`src/rtl/mat_loader_pkg.sv`:
```
// mat_loader_pkg: shared state encoding and sizing constants for the matrix loader
package mat_loader_pkg;
  localparam int MAT_DIM = 64;
  localparam int ADDR_W = $clog2(MAT_DIM * MAT_DIM);
  localparam int DATA_W = 8;
  typedef enum logic [2:0] {
    IDLE      = 3'd0,
    LOAD_A    = 3'd1,
    LOAD_B    = 3'd2,
    START     = 3'd3,
    WAIT_DONE = 3'd4
  } state_t;
endpackage

```
`src/rtl/mat_loader_elem_counter.sv`:
```
// elem_counter: element address counter with enable, sync clear and terminal-count flag
module elem_counter
  import mat_loader_pkg::*;
#(
  parameter int CNT_W = ADDR_W
) (
  input  logic             clk,
  input  logic             rstn,
  input  logic             inc,
  input  logic             clr,
  output logic [CNT_W-1:0] cnt,
  output logic             tc
);
  logic [CNT_W-1:0] cnt_q, cnt_d;
  always_comb cnt_d = clr ? '0 : inc ? cnt_q + CNT_W'(1) : cnt_q;
  always_ff @(posedge clk or negedge rstn)
    if (!rstn) cnt_q <= '0;
    else cnt_q <= cnt_d;
  assign cnt = cnt_q;
  assign tc  = &cnt_q;
endmodule

```
`src/rtl/mat_loader.sv`:
```
// mat_loader: streams matrix A then B into their SRAMs, then kicks the multiply and awaits done
module mat_loader #(
  parameter int ADDR_W = mat_loader_pkg::ADDR_W,
  parameter int DATA_W = mat_loader_pkg::DATA_W
) (
  input  logic              clk,
  input  logic              rstn,
  input  logic              load_en,
  input  logic [DATA_W-1:0] in_data,
  input  logic              in_valid,
  output logic              in_ready,
  output logic [ADDR_W-1:0] sram_addr,
  output logic [DATA_W-1:0] sram_data,
  output logic              nce_a,
  output logic              nwrt_a,
  output logic              nce_b,
  output logic              nwrt_b,
  output logic              start,
  input  logic              mac_done,
  output logic              busy,
  output logic [7:0]        run_cnt
);
  import mat_loader_pkg::*;
  state_t state_q, state_d;
  logic in_ready_q, in_ready_d, busy_q, busy_d, start_q, start_d;
  logic ns_a_q, ns_a_d, ns_b_q, ns_b_d;
  logic [ADDR_W-1:0] sram_addr_q, sram_addr_d, elem_cnt;
  logic [DATA_W-1:0] sram_data_q, sram_data_d;
  logic [7:0] run_cnt_q, run_cnt_d;
  logic fire, tc;
  elem_counter #(.CNT_W(ADDR_W)) u_cnt (
    .clk, .rstn, .inc(fire), .clr(state_q == IDLE), .cnt(elem_cnt), .tc
  );
  // a done pulse coinciding with start cannot be a real completion
  always_comb begin
    fire = in_valid && in_ready_q;
    state_d = state_q;
    run_cnt_d = run_cnt_q;
    case (state_q)
      IDLE:      state_d = load_en ? LOAD_A : IDLE;
      LOAD_A:    state_d = (fire && tc) ? LOAD_B : LOAD_A;
      LOAD_B:    state_d = (fire && tc) ? START : LOAD_B;
      START:     state_d = WAIT_DONE;
      WAIT_DONE: if (mac_done && !start_q) begin
        state_d = IDLE;
        run_cnt_d = run_cnt_q + 8'd1;
      end
      default:   state_d = IDLE;
    endcase
    in_ready_d = state_d == LOAD_A || state_d == LOAD_B;
    busy_d = state_d != IDLE;
    start_d = state_q == START;
    ns_a_d = !(fire && state_q == LOAD_A);
    ns_b_d = !(fire && state_q == LOAD_B);
    sram_addr_d = fire ? elem_cnt : sram_addr_q;
    sram_data_d = fire ? in_data : sram_data_q;
  end
  always_ff @(posedge clk or negedge rstn)
    if (!rstn) begin
      state_q <= IDLE;
      in_ready_q <= 1'b0;
      busy_q <= 1'b0;
      start_q <= 1'b0;
      ns_a_q <= 1'b1;
      ns_b_q <= 1'b1;
      sram_addr_q <= '0;
      sram_data_q <= '0;
      run_cnt_q <= '0;
    end else begin
      state_q <= state_d;
      in_ready_q <= in_ready_d;
      busy_q <= busy_d;
      start_q <= start_d;
      ns_a_q <= ns_a_d;
      ns_b_q <= ns_b_d;
      sram_addr_q <= sram_addr_d;
      sram_data_q <= sram_data_d;
      run_cnt_q <= run_cnt_d;
    end
  assign in_ready = in_ready_q;
  assign busy = busy_q;
  assign start = start_q;
  assign nce_a = ns_a_q;
  assign nwrt_a = ns_a_q;
  assign nce_b = ns_b_q;
  assign nwrt_b = ns_b_q;
  assign sram_addr = sram_addr_q;
  assign sram_data = sram_data_q;
  assign run_cnt = run_cnt_q;
endmodule
```
`config.mk`:
```
export PLATFORM = sky130hd
export DESIGN_NAME = mat_loader
export DESIGN_NICKNAME = d
export VERILOG_FILES = /design/src/rtl/mat_loader_pkg.sv /design/src/rtl/mat_loader_elem_counter.sv /design/src/rtl/mat_loader.sv
export SDC_FILE = /design/constraint.sdc
export NUM_CORES = 1
export LEC_CHECK = 0
export ABC_AREA = 1
export CAP_MARGIN = 20
export CORE_UTILIZATION = 44
export DETAILED_ROUTE_END_ITERATION = 16
export GPL_ROUTABILITY_DRIVEN = 0
export PLACE_DENSITY = 0.7
export SYNTH_ARGS = -nofsm -noshare
export SYNTH_HDL_FRONTEND = slang
export SYNTH_HIERARCHICAL = 1
export SYNTH_SLANG_ARGS = --single-unit
```
`constraint.sdc`:
```
create_clock -name clk -period 1.9 [get_ports clk]
set_clock_uncertainty 0.1 [all_clocks]
set_input_delay 0.475 -clock clk [delete_from_list [all_inputs] [get_ports clk]]
set_output_delay 0.475 -clock clk [all_outputs]
set_load 0.05 [all_outputs]
```
==> reports/qor.txt <==
final antenna-violating net count: 0
DRT Pass-1 Iters: 4
clock sink count: 48
FMAX: 0.598 GHz
Critical Path RT: 2000 ps
HP Class: input port to asynchronous set/reset pin
DR WL/cell: 11.9 um
Cell Area, Synth: 2300 sq um
yosys warns: 6
RSZ-0062 raised after global routing: no
Initial Util: 0.471
vias: 1900
dpl cell area: 2930 sq um
final hold slack: 23.0 ps
crit path kind: flop to flop
Mean Syn Cell Area: 8.38 sq um
Post-layout nets: 347
Power Density: 858 nW/um^2
largest net degree at the start of global routing: 30
final core occ: 0.624
cell at the root of the clock tree: clkbuf_8
met1 Use GR: 0.251
post-DP HPWL: 3570 um
Die H: 74.2 um
Post-CTS Hold Fix Bufs: 0
routed wire length: 4770 um
overall global routing resource usage: 0.195
Final period util: 0.880
DRC violations left: 0
first-pass GRT wire length: 8230 um
Critical Path Start Type: flop
critical path peak fanout: 4
Tightest Pin Transition: 485 ps
final hold vios: 0
CP max stage delay: 410 ps
final non-filler cell area: 3050 sq um
leakage power: 1.66 nW
clock latency on the worst-skew pair: 300 ps
initial antenna violation count: 0
setup violators final: 0
Worst Setup Slack, final: 228 ps
vias in the first global route: 1854
worst slack, placed: -5.52 ps
die area: 5510 sq um
diodes inserted: 0
CTS Buf Count: 5
layout cells sized above 1: 0.231
io pins: 48
peak supply drop: 0.000422 V
M2 GR Usage: 0.329
Seq/Total Area, Yosys: 0.524
PortBufs: 47
core box area: 4880 sq um
Critical Path End Type: flop
area delta synth->final: 32.7%
gr busiest metal: met2
relative slew slack: 0.677
met3 Usage GRT: 0.0447
CTS Buffer Depth: 2
die extent in x: 74.2 um
Rows: 25
MaxCap Viol Count: 0
Final Critical Period: 1670 ps
vias per inst: 4.75
Syn Nets: 289
clk slew on worst S/H paths: 90 ps
Data arrival, critical path: 1770 ps
drt first-iter violations: 86
cells along the critical path: nand2_2 > nor2_1 > inv_1 > nor3_2 > nand3_2 > nand3_1 > nand3_2 > nor2_1 > nand2_1
post-CTS setup buffer count: 0
H-tree depth: 2
CTS tree: built
Crit-path slowest cell: dfrtp_1
synthesis-stage register bit count: 48
final slew viol count: 0
Netlist cell types: 29
total grt overflow: 0
status: finished clean
synthesized instance count: 274
-- worst max-delay path, delay by kind of cell (launching register included) --
kind | cells | cell delay [ps]
and+or+nand+nor | 8 | 960
buffers and inverters | 1 | 90
DFF | 1 | 410
-- flip-flops by register name, summed over array words and instances, names as in the netlist, 3 cells and up --
register   count
sram_data      8
sram_addr     12
state_q        3
run_cnt        8
u_cnt/cnt     12
-- synth_stat cells, drive strengths merged --
library cell | instances | area [sq um]
nor3 | 3 | 15.0
nand4 | 5 | 31.3
dfstp | 2 | 52.6
nand3 | 21 | 115
nor2 | 22 | 148
inv | 30 | 113
nand3b | 1 | 7.51
xor2 | 2 | 25.0
xnor2 | 2 | 32.5
nand2 | 117 | 459
dfrtp | 46 | 1150
o22ai | 1 | 6.26
o21ai | 5 | 36.3
buf | 4 | 25.0
clkinv | 1 | 3.75
a21oi | 7 | 35.0
ha | 2 | 25.0
o21a | 1 | 7.51
clkbuf | 2 | 7.51
-- power breakdown --
part / total, mW / internal, mW / leakage (nW) / switching (mW)
registers: 1.20 / 1.13 / 0.623 / 0.0703
logic: 0.682 / 0.233 / 0.981 / 0.449
clock network: 0.735 / 0.390 / 0.0541 / 0.346
-- layout by cell type, fill, tap and decap left out, types with 2 or more instances in the layout --
master	count
inv_2	2
o21ai_0	4
clkdlybuf4s50_1	11
nand3_1	18
a21oi_1	7
ha_1	2
nand2_2	2
buf_4	35
nor2_1	15
clkbuf_8	5
xnor2_2	2
buf_12	10
nand3_2	3
nor2_4	4
nor3_1	2
nor2_8	2
dfstp_2	2
dfrtp_1	46
inv_1	28
nand2_1	113
nand4_1	5
nand2_4	2
-- worst paths after layout --
check                        startpoint      endpoint  slack [ps]  depth (start not counted)
max reg2reg                u_cnt/cnt[4]          busy         230                          9
min in group clk           sram_addr[3]  sram_addr[3]         380                          2
max in group asynchronous          rstn  sram_data[5]        1170                          2
min                                rstn    run_cnt[5]          20                          1
max                        u_cnt/cnt[4]          busy         230                          9
min reg2reg                sram_addr[3]  sram_addr[3]         380                          2
-- routing by layer --
layer,part of all wire,vias to the layer above
met5,0,-
met4,0.016,0
met3,0.050,8
met2,0.49,45
met1,0.45,883
li1,-,964
-- area by class of cell --
type | count | area, sq um
clock buffer | 5 | 68.8
clock inverter | 3 | 42.5
fill | 441 | 1830
inverter | 31 | 116
multi-input combinational | 189 | 953
sequential | 48 | 1200
tap | 67 | 83.8
timing repair buffer | 57 | 578
-- per-stage QoR --
stage / cells / power (mW) / TNS, ps
CTS: 400 / 2.64 / 0
detailed placement: 392 / 1.90 / -5.52
global placement: 392 / 1.89 / 0
global route: 400 / 2.74 / 0
finish: 400 / 2.61 / 0
floorplan: 274 / 1.62 / 0
-- cell families (layout without fill, tap and decap cells) --
family	after synthesis	in the layout	synth area share
xor gates and xnor gates	4	4	0.0251
AOI/OAI and AO/OA	14	14	0.0371
adders and majority gates	2	2	0.0109
buffers and inverters	37	96	0.0648
and+or+nand+nor	169	169	0.338
DFF	48	48	0.524
-- what timing repair did --
action | CTS | global route
gates resized for setup | 0 | 2
hold endpoints to repair | 0 | 0
endpoints found under the setup margin | 0 | 2
No activity file was read; power rests on OpenSTA's default activity.
